===== src/rtl/img_proc_pkg.sv =====
// Shared helpers for the pixel datapath: constant-function utilities and
// the rounding-addend rule used by the pipelined multipliers.
package img_proc_pkg;

  // Number of bits needed to index n items (0 for n <= 1).
  function automatic int clog2(input int n);
    int r;
    for (r = 0; (1 << r) < n; r++) begin
    end
    return r;
  endfunction

  // Integer ceiling division; yields 0 for a non-positive divisor so that
  // elaboration reaches the parameter checks instead of dividing by zero.
  function automatic int ceil_div(input int n, input int d);
    return (d < 1) ? 0 : (n + d - 1) / d;
  endfunction

  // Half-LSB addend applied before a right shift when rounding is enabled.
  function automatic logic [63:0] round_addend(input int shift, input bit round_en);
    if (round_en && shift > 0) begin
      return 64'd1 << (shift - 1);
    end
    return '0;
  endfunction

endpackage


===== src/rtl/mult_pipe_uu_if.sv =====
// Operand/result stream bundle for mult_pipe_uu: valid/ready on both
// sides plus a sideband tag that travels with each product.
interface mult_pipe_uu_if #(
  parameter int A_W   = 16,
  parameter int B_W   = 9,
  parameter int SHIFT = 0,
  parameter int TAG_W = 1
);
  localparam int P_W = A_W + B_W - SHIFT;

  logic             in_valid;
  logic             in_ready;
  logic [A_W-1:0]   a;
  logic [B_W-1:0]   b;
  logic [TAG_W-1:0] in_tag;
  logic             out_valid;
  logic             out_ready;
  logic [P_W-1:0]   p;
  logic [TAG_W-1:0] out_tag;

  // Source of operands and sink of results.
  modport master (
    output in_valid, a, b, in_tag, out_ready,
    input  in_ready, out_valid, p, out_tag
  );

  // The multiplier itself.
  modport slave (
    input  in_valid, a, b, in_tag, out_ready,
    output in_ready, out_valid, p, out_tag
  );
endinterface


===== src/rtl/mult_pp_stage.sv =====
// One pipeline rank: adds N_ROWS partial products (a << (OFF+j) for each set
// bit j of the remaining multiplier bits) to the running accumulator and
// registers the result together with the operands and tag.
module mult_pp_stage #(
  parameter int A_W    = 16,
  parameter int B_W    = 9,
  parameter int TAG_W  = 1,
  parameter int N_ROWS = 3,
  parameter int OFF    = 0
) (
  input  logic                 clk,
  input  logic                 rst,
  input  logic                 adv,
  input  logic                 in_valid,
  input  logic [A_W+B_W-1:0]   in_acc,
  input  logic [A_W-1:0]       in_a,
  input  logic [B_W-1:0]       in_b,
  input  logic [TAG_W-1:0]     in_tag,
  output logic                 out_valid,
  output logic [A_W+B_W-1:0]   out_acc,
  output logic [A_W-1:0]       out_a,
  output logic [B_W-1:0]       out_b,
  output logic [TAG_W-1:0]     out_tag
);
  localparam int ACC_W = A_W + B_W;

  logic [ACC_W-1:0] sum;

  // Partial-product adder for this rank's slice of the multiplier.
  always_comb begin
    // NOTE: the default is assigned first so every path writes sum (no latch),
    // and blocking '=' lets each row build on the previous one.
    sum = in_acc;
    for (int j = 0; j < N_ROWS; j++) begin
      if (in_b[j]) begin
        sum = sum + (ACC_W'(in_a) << (OFF + j));
      end
    end
  end

  // Rank register: loads when the whole pipe advances, otherwise holds.
  always_ff @(posedge clk or posedge rst) begin
    // NOTE: data registers are reset too so the outputs are deterministic
    // after reset, even though only the valid flag is functionally required.
    if (rst) begin
      out_valid <= 1'b0;
      out_acc   <= '0;
      out_a     <= '0;
      out_b     <= '0;
      out_tag   <= '0;
    end else if (adv) begin
      // NOTE: non-blocking '<=' so all ranks sample their inputs at the same
      // edge and the data moves exactly one rank per advance.
      out_valid <= in_valid;
      out_acc   <= sum;
      out_a     <= in_a;
      out_b     <= in_b >> N_ROWS;
      out_tag   <= in_tag;
    end
  end

endmodule


===== src/rtl/mult_pipe_uu.sv =====
// Pipelined unsigned A x B multiplier with valid/ready flow control, optional
// rounded right shift and a pass-through tag. A global stall freezes every
// rank at once; bubbles travel with the data and are not squeezed out.
module mult_pipe_uu
  import img_proc_pkg::*;
#(
  parameter int A_W   = 16,
  parameter int B_W   = 9,
  parameter int ROWS  = 3,
  parameter int SHIFT = 0,
  parameter int ROUND = 0,
  parameter int TAG_W = 1
) (
  input logic          clk,
  input logic          rst,
  mult_pipe_uu_if.slave bus
);
  localparam int STAGES = ceil_div(B_W, ROWS);
  localparam int ACC_W  = A_W + B_W;
  localparam logic [ACC_W-1:0] RND = ACC_W'(round_addend(SHIFT, ROUND != 0));

  if (SHIFT > A_W) begin : g_err_shift
    $error("mult_pipe_uu: SHIFT (%0d) must not exceed A_W (%0d)", SHIFT, A_W);
  end
  if (ROWS < 1) begin : g_err_rows
    $error("mult_pipe_uu: ROWS must be at least 1");
  end
  if (TAG_W < 1) begin : g_err_tag
    $error("mult_pipe_uu: TAG_W must be at least 1");
  end

  // Rank 0 only captures the operands (acc = rounding addend); ranks
  // 1..STAGES each add one group of ROWS partial products. A result is thus
  // visible STAGES advancing edges after the edge that accepted it.
  logic             v_q   [STAGES+1];
  logic [ACC_W-1:0] acc_q [STAGES+1];
  logic [A_W-1:0]   a_q   [STAGES+1];
  logic [B_W-1:0]   b_q   [STAGES+1];
  logic [TAG_W-1:0] tag_q [STAGES+1];
  logic             adv;

  // The pipe moves whenever the output slot is empty or being drained.
  assign adv          = !v_q[STAGES] || bus.out_ready;
  assign bus.in_ready = adv;

  for (genvar k = 0; k <= STAGES; k++) begin : g_rank
    if (k == 0) begin : g_load
      mult_pp_stage #(
        .A_W(A_W), .B_W(B_W), .TAG_W(TAG_W), .N_ROWS(0), .OFF(0)
      ) u_stage (
        .clk      (clk),
        .rst      (rst),
        .adv      (adv),
        .in_valid (bus.in_valid),
        .in_acc   (RND),
        .in_a     (bus.a),
        .in_b     (bus.b),
        .in_tag   (bus.in_tag),
        .out_valid(v_q[k]),
        .out_acc  (acc_q[k]),
        .out_a    (a_q[k]),
        .out_b    (b_q[k]),
        .out_tag  (tag_q[k])
      );
    end else begin : g_add
      // The last rank takes whatever rows remain when B_W is not a multiple of ROWS.
      localparam int OFF = (k - 1) * ROWS;
      localparam int NR  = (B_W - OFF < ROWS) ? (B_W - OFF) : ROWS;
      mult_pp_stage #(
        .A_W(A_W), .B_W(B_W), .TAG_W(TAG_W), .N_ROWS(NR), .OFF(OFF)
      ) u_stage (
        .clk      (clk),
        .rst      (rst),
        .adv      (adv),
        .in_valid (v_q[k-1]),
        .in_acc   (acc_q[k-1]),
        .in_a     (a_q[k-1]),
        .in_b     (b_q[k-1]),
        .in_tag   (tag_q[k-1]),
        .out_valid(v_q[k]),
        .out_acc  (acc_q[k]),
        .out_a    (a_q[k]),
        .out_b    (b_q[k]),
        .out_tag  (tag_q[k])
      );
    end
  end

  assign bus.out_valid = v_q[STAGES];
  assign bus.p         = acc_q[STAGES][ACC_W-1:SHIFT];
  assign bus.out_tag   = tag_q[STAGES];

  // The last rank's operand copies and the shifted-off LSBs have no consumer.
  logic unused_tail;
  assign unused_tail = ^{acc_q[STAGES], a_q[STAGES], b_q[STAGES]};

endmodule


===== src/flat_wrapper.sv =====
// flat-port wrapper written by rule: the top's interface ports become plain ports
module mult_pipe_uu_flat import img_proc_pkg::*;
#(
  parameter int A_W   = 16,
  parameter int B_W   = 9,
  parameter int ROWS  = 3,
  parameter int SHIFT = 0,
  parameter int ROUND = 0,
  parameter int TAG_W = 1
)
  (clk, rst, bus_in_valid, bus_a, bus_b, bus_in_tag, bus_out_ready, bus_in_ready, bus_out_valid, bus_p, bus_out_tag);
  mult_pipe_uu_if #(.A_W(A_W), .B_W(B_W), .SHIFT(SHIFT), .TAG_W(TAG_W)) bus_i ();
  input logic clk;
  input logic rst;
  input wire logic [$bits(bus_i.in_valid)-1:0] bus_in_valid;
  input wire logic [$bits(bus_i.a)-1:0] bus_a;
  input wire logic [$bits(bus_i.b)-1:0] bus_b;
  input wire logic [$bits(bus_i.in_tag)-1:0] bus_in_tag;
  input wire logic [$bits(bus_i.out_ready)-1:0] bus_out_ready;
  output wire logic [$bits(bus_i.in_ready)-1:0] bus_in_ready;
  output wire logic [$bits(bus_i.out_valid)-1:0] bus_out_valid;
  output wire logic [$bits(bus_i.p)-1:0] bus_p;
  output wire logic [$bits(bus_i.out_tag)-1:0] bus_out_tag;
  assign bus_i.in_valid = bus_in_valid;
  assign bus_i.a = bus_a;
  assign bus_i.b = bus_b;
  assign bus_i.in_tag = bus_in_tag;
  assign bus_i.out_ready = bus_out_ready;
  assign bus_in_ready = bus_i.in_ready;
  assign bus_out_valid = bus_i.out_valid;
  assign bus_p = bus_i.p;
  assign bus_out_tag = bus_i.out_tag;
  mult_pipe_uu #(.A_W(A_W), .B_W(B_W), .ROWS(ROWS), .SHIFT(SHIFT), .ROUND(ROUND), .TAG_W(TAG_W)) u_core (.clk(clk), .rst(rst), .bus(bus_i));
endmodule

===== config.mk =====
export PLATFORM = sky130hd
export DESIGN_NAME = mult_pipe_uu_flat
export DESIGN_NICKNAME = d
export VERILOG_FILES = /design/src/rtl/img_proc_pkg.sv /design/src/rtl/mult_pipe_uu_if.sv /design/src/rtl/mult_pp_stage.sv /design/src/rtl/mult_pipe_uu.sv /design/src/flat_wrapper.sv
export SDC_FILE = /design/constraint.sdc
export NUM_CORES = 1
export LEC_CHECK = 0
export CORE_ASPECT_RATIO = 1.2
export CORE_MARGIN = 2
export CORE_UTILIZATION = 62
export CTS_CLUSTER_DIAMETER = 100
export DETAILED_ROUTE_END_ITERATION = 7
export PLACE_DENSITY = 0.81
export SKIP_CTS_REPAIR_TIMING = 1
export SLEW_MARGIN = 20
export SYNTH_ARGS = -nofsm -noshare
export SYNTH_HDL_FRONTEND = slang
export SYNTH_HIERARCHICAL = 1
export SYNTH_SLANG_ARGS = --single-unit

===== constraint.sdc =====
create_clock -name clk -period 6.9 [get_ports clk]
set_input_delay 2.07 -clock clk [delete_from_list [all_inputs] [get_ports clk]]
set_output_delay 2.07 -clock clk [all_outputs]
set_load 0.01 [all_outputs]

==> impl_metrics.yaml, run 1 <==
outcome:
  run_status: "finished, final reports clean"
synth:
  syn-cell-area_um2: 15900
  post_synth.cell_area_avg_um2: 9.30
  number_of_instances_in_the_synthesized_netlist: 1709
  yosys_warnings: 6
setup_path:
  cp_max_fo: 6
  crit_path_end_kind: "register"
  timing_worst_setup_path_type: "reg -> reg"
  critical_path_arrival_ns: 6.61
  worstSetupStartpointType: "register"
  worst-endpoint-required_ns: 7.27
route:
  vias_per_cell: 6.15
  drc: 0
  num_vias: 12924
  route.antenna.remaining_nets: 0
  finalWirelength_mm: 36.2
  drt_iter0_markers: 686
  wl_per_cell_um: 17.2
  drt_pass1_iterations: 5
placement:
  dp.cells: 2071
  detailedPlace.worstSlack_ns: 0.714
  detailed_placer_s_ending_hpwl_mm: 27.8
  placement.io_buffers: 57
  gp_congestion: 0.943
timing:
  report.final.setup_viol: 0
  hold_violations: 0
  worst_slack_ns: 0.654
  worst-slew-pin-transition_ns: 0.930
  period_needed_ns: 6.25
  max-slew-margin-rel: 0.379
  fin_worst_skew_ns: 0.0108
  achievable_clock_frequency_ghz: 0.160
  unrepaired_setup_endpoints_after_global_routing: "false"
  sum_of_negative_setup_slack_ns: 0
  layout_worst_path_cycle_share: 0.905
  maxSlewViolCount: 0
finish:
  post_route_cells_drive_above_1_share: 0.142
  synthToLayoutAreaGrowth_pct: 8.96
  antenna_cells: 0
  stdcell_count: 2103
  finalNetCount: 1958
floorplan:
  core_region_area_um2: 25400
  die_ht_um: 179
  std_cell_rows: 64
  floorplan.io_pins: 58
  initial_core_util: 0.626
  die_width_um: 150
  total_die_area_um2: 26900
min_path:
  timing.hold.worst.class: "reg -> reg"
global_routing:
  gr-usage-all-layers: 0.272
  grt_start_max_net_pins: 145
  grt_antenna_before_repair: 0
  gr-total-overflow: 0
  grt_pass1_wl_mm: 59.2
  via_count_of_the_first_global_routing_pass: 12816
cts:
  clock-root-buffer: "clkbuf_16"
  cts.clk_slew.worst_paths_ns: 0.07
  clockBufferDepth: 2
  ctsHtreeMaxLevel: 4
  clock_tree_from_tritoncts: "yes"
  cts_num_sinks: 174
  cts_buf_count: 17
  clkLatencyLatePin_ns: 0.45
flow_run:
  max-cap-violations: 0
==> per-stage QoR <==
| step | hold slack, ns | area [µm²] | util |
|---|---|---|---|
| 2_1_floorplan | 0.448 | 16000 | - |
| 3_3_place_gp | 0.463 | 16700 | 0.659 |
| 3_5_place_dp | 0.473 | 16700 | 0.659 |
| 4_1_cts | 0.489 | 17300 | 0.682 |
| 5_1_grt | 0.517 | 17300 | 0.682 |
| 6_report | 0.485 | 17300 | 0.682 |
==> registers in the layout, indices dropped and copies added, names as in the netlist <==
| register | flops |
|---|---|
| u_core/g_rank.g_load.u_stage/out_b | 9 |
| u_core/g_rank.g_add.u_stage/out_b | 9 |
| u_core/g_rank.g_load.u_stage/out_a | 16 |
| u_core/g_rank.g_add.u_stage/out_valid | 3 |
| u_core/g_rank.g_load.u_stage/out_valid | 1 |
| u_core/g_rank.g_add.u_stage/out_acc | 75 |
| u_core/g_rank.g_load.u_stage/out_acc | 25 |
| u_core/g_rank.g_add.u_stage/out_tag | 3 |
| u_core/g_rank.g_load.u_stage/out_tag | 1 |
| u_core/g_rank.g_add.u_stage/out_a | 32 |
==> metal layers <==
metal  track usage  vias to the layer above  share of wire
met5             0                        -              0
met1         0.293                     6254           0.40
met3        0.0309                       70          0.027
li1              -                     6338              -
met2         0.527                      262           0.53
met4         0.124                        0          0.039
==> path summary, 6_finish.rpt <==
| path | start | endpoint | slack [ns] | cells after the start |
|---|---|---|---|---|
| max in group asynchronous | rst | u_core/g_rank[2].g_add.u_stage/out_a[0]$_DFFE_PP0P_ | 4.01 | 2 |
| worst min register to register | u_core/g_rank[3].g_add.u_stage/out_acc[8]$_DFFE_PP0P_ | u_core/g_rank[3].g_add.u_stage/out_acc[8]$_DFFE_PP0P_ | 0.49 | 2 |
| min in group asynchronous | rst | u_core/g_rank[0].g_load.u_stage/out_b[4]$_DFFE_PP0P_ | 1.98 | 2 |
| worst max-delay path | u_core/g_rank[0].g_load.u_stage/out_a[0]$_DFFE_PP0P_ | u_core/g_rank[1].g_add.u_stage/out_acc[23]$_DFFE_PP0P_ | 0.65 | 25 |
| worst max register to register | u_core/g_rank[0].g_load.u_stage/out_a[0]$_DFFE_PP0P_ | u_core/g_rank[1].g_add.u_stage/out_acc[23]$_DFFE_PP0P_ | 0.65 | 25 |
| worst min-delay path | u_core/g_rank[3].g_add.u_stage/out_acc[8]$_DFFE_PP0P_ | u_core/g_rank[3].g_add.u_stage/out_acc[8]$_DFFE_PP0P_ | 0.49 | 2 |
==> critical path: stages, from the launching register on <==
cell and delay [ns]:
dfrtp_1 0.43, ha_1 0.26, fa_1 0.43, a211oi_1 0.32, o211ai_1 0.27, a21o_1 0.21, a21oi_1 0.16, xnor2_1 0.07
mux2_2 0.28, ha_1 0.22, a211oi_1 0.37, a211oi_1 0.14, o21ai_0 0.22, a21oi_1 0.11, o21ai_0 0.18, nor3b_1 0.26
o21ai_0 0.12, o21a_1 0.16, ha_1 0.35, and2_1 0.18, a31o_2 0.22, a211o_1 0.29, o31a_1 0.28, and4_2 0.26
a31o_2 0.23, a31oi_1 0.14
==> final cells by class <==
| type | instances | area (µm²) |
|---|---|---|
| Tap cell | 330 | 413 |
| Fill cell | 1967 | 8070 |
| Clock inverter | 15 | 170 |
| Timing Repair Buffer | 66 | 651 |
| Inverter | 77 | 289 |
| Sequential cell | 174 | 4350 |
| Clock buffer | 17 | 425 |
| Multi-Input combinational cell | 1424 | 11000 |
==> placed cells by master, fill, tap and decap left out, types with 18 or more instances in the layout <==
master and instances:
mux2i_1 24, nand2b_1 19, a211oi_1 25, ha_1 159
mux2_2 101, nand2_1 103, xnor2_1 76, o21a_1 23
inv_1 70, clkdlybuf4s50_1 57, mux2_4 51, xor2_1 54
a21o_1 45, dfrtp_1 174, nand3_1 45, nor2_1 127
a31oi_1 19, nand4_1 18, a21oi_1 167, o21ai_0 78
conb_1 25
Power of run 1 is not shown: default switching activity piles up to over one toggle a cycle in this logic, so the estimate is an artifact.
==> inputs of run 2 (changes only) <==
--- a/config.mk
+++ b/config.mk
@@ -6,7 +6,6 @@
 export NUM_CORES = 1
 export LEC_CHECK = 0
 export CORE_ASPECT_RATIO = 1.2
-export CORE_MARGIN = 2
 export CORE_UTILIZATION = 62
 export CTS_CLUSTER_DIAMETER = 100
 export DETAILED_ROUTE_END_ITERATION = 7
==> impl_metrics.yaml, run 2 (synthesis results as in run 1) <==
cts:
  cts_num_sinks: 174
  clkLatencyLatePin_ns: 0.44
  cts_buf_count: 17
  clock_tree_from_tritoncts: "yes"
  clockBufferDepth: 2
  ctsHtreeMaxLevel: 4
  clock-root-buffer: "clkbuf_16"
  cts.clk_slew.worst_paths_ns: 0.06
placement:
  gp_congestion: 0.954
  detailedPlace.worstSlack_ns: 0.734
  placement.io_buffers: 57
  detailed_placer_s_ending_hpwl_mm: 27.6
route:
  wl_per_cell_um: 17.1
  met3WireLength_um: 844
  vias_per_cell: 6.16
  route.antenna.remaining_nets: 0
  finalWirelength_mm: 35.9
  drt_iter0_markers: 695
  drc: 0
  dr_wl_met2_mm: 18.8
  drt_pass1_iterations: 5
  num_vias: 12934
  topRoutingLayerUsed: "met4"
  met1_length_mm: 14.8
floorplan:
  std_cell_rows: 63
  initial_core_util: 0.638
  core_region_area_um2: 24900
  floorplan.io_pins: 58
  die_ht_um: 177
  total_die_area_um2: 26300
  die_width_um: 148
timing:
  worst-slew-pin-transition_ns: 0.868
  report.final.setup_viol: 0
  maxSlewViolCount: 0
  unrepaired_setup_endpoints_after_global_routing: "false"
  fin_worst_skew_ns: 0.00796
  layout_worst_path_cycle_share: 0.910
  period_needed_ns: 6.28
  worst_slack_ns: 0.618
  hold_violations: 0
  sum_of_negative_setup_slack_ns: 0
  max-slew-margin-rel: 0.406
  achievable_clock_frequency_ghz: 0.159
setup_path:
  critical-path-slowest-cell: "dfrtp_1"
  slowest_delay_ns: 0.44
  worst-endpoint-required_ns: 7.25
  worstSetupStartpointType: "register"
  cp_max_fo: 6
  crit_path_end_kind: "register"
  timing_worst_setup_path_type: "reg -> reg"
  timing.critical_path.buf_inv: 0
  critical_path_arrival_ns: 6.63
  critical_path.top_delay_family: "compound AO/OA/AOI/OAI gates"
min_path:
  timing.hold.worst.class: "reg -> reg"
finish:
  largest_register_ffs: 75
  finalNetCount: 1959
  post_route_cells_drive_above_1_share: 0.140
  most-common-layout-cells: "dfrtp_1, a21oi_1, ha_1"
  largest_register: "u_core/g_rank.g_add.u_stage/out_acc"
  synthToLayoutAreaGrowth_pct: 8.97
  antenna_cells: 0
  final_util: 0.695
  top_regs: "u_core/g_rank.g_add.u_stage/out_acc: 75 flops, u_core/g_rank.g_add.u_stage/out_a: 32 flops, u_core/g_rank.g_load.u_stage/out_acc: 25 flops"
  final_common_cell: "dfrtp_1"
global_routing:
  grt_antenna_before_repair: 0
  gr-usage-all-layers: 0.281
  grt_start_max_net_pins: 158
  via_count_of_the_first_global_routing_pass: 12901
  gr-total-overflow: 0
  grt_pass1_wl_mm: 59.7
outcome:
  run_status: "finished, final reports clean"
flow_run:
  max-cap-violations: 0
==> run 2: changes by cell type in the layout (fill, tap and decap cells not counted), sizes merged <==
| cell | delta |
|---|---|
| clkbuf | +2 |
| bufinv | +2 |
| inv | -8 |
| buf | +1 |
| clkinv | +4 |
==> run 2: path summary, 6_finish.rpt <==
path	endpoint	startpoint	slack, ns	depth (start not counted)
hold / removal	u_core/g_rank[3].g_add.u_stage/out_acc[8]$_DFFE_PP0P_	u_core/g_rank[3].g_add.u_stage/out_acc[8]$_DFFE_PP0P_	0.48	2
hold reg to reg	u_core/g_rank[3].g_add.u_stage/out_acc[8]$_DFFE_PP0P_	u_core/g_rank[3].g_add.u_stage/out_acc[8]$_DFFE_PP0P_	0.48	2
min in group asynchronous	u_core/g_rank[0].g_load.u_stage/out_b[6]$_DFFE_PP0P_	rst	1.92	2
setup / recovery	u_core/g_rank[1].g_add.u_stage/out_acc[23]$_DFFE_PP0P_	u_core/g_rank[0].g_load.u_stage/out_a[0]$_DFFE_PP0P_	0.62	25
setup reg to reg	u_core/g_rank[1].g_add.u_stage/out_acc[23]$_DFFE_PP0P_	u_core/g_rank[0].g_load.u_stage/out_a[0]$_DFFE_PP0P_	0.62	25
max in group asynchronous	u_core/g_rank[0].g_load.u_stage/out_a[2]$_DFFE_PP0P_	rst	4.16	3
==> run 2: cell type report <==
class / instances / area (µm²)
inverters: 77 / 289
flip-flops and latches: 174 / 4350
multi-input cells: 1424 / 11000
clock inverters: 13 / 164
well taps: 325 / 407
clock buffers: 19 / 433
repair buffers: 67 / 658
fillers: 1941 / 7590
==> run 2: metal layers <==
| metal | track usage | up-vias |
|---|---|---|
| li1 | - | 6366 |
| met1 | 0.306 | 6222 |
| met2 | 0.532 | 253 |
| met3 | 0.0344 | 93 |
| met4 | 0.140 | 0 |
| met5 | 0 | - |
==> run 2: stage by stage <==
stage / hold WS, ns / std cells / area [µm²]
after floorplan: 0.448 / 1733 / 16000
after global placement: 0.462 / 2067 / 16700
after detailed placement: 0.474 / 2067 / 16700
after CTS: 0.491 / 2099 / 17300
after global routing: 0.501 / 2099 / 17300
final: 0.484 / 2099 / 17300
==> run 2: worst register-to-register path, delay by kind of cell, from the launching register on <==
| kind | cells | cell delay [ns] |
|---|---|---|
| xor+xnor | 1 | 0.08 |
| mux | 1 | 0.28 |
| fa+ha+maj | 4 | 1.26 |
| simple gates | 3 | 0.71 |
| compound gates | 16 | 3.42 |
| flops | 1 | 0.44 |
Power of run 2 is left out for the same reason.
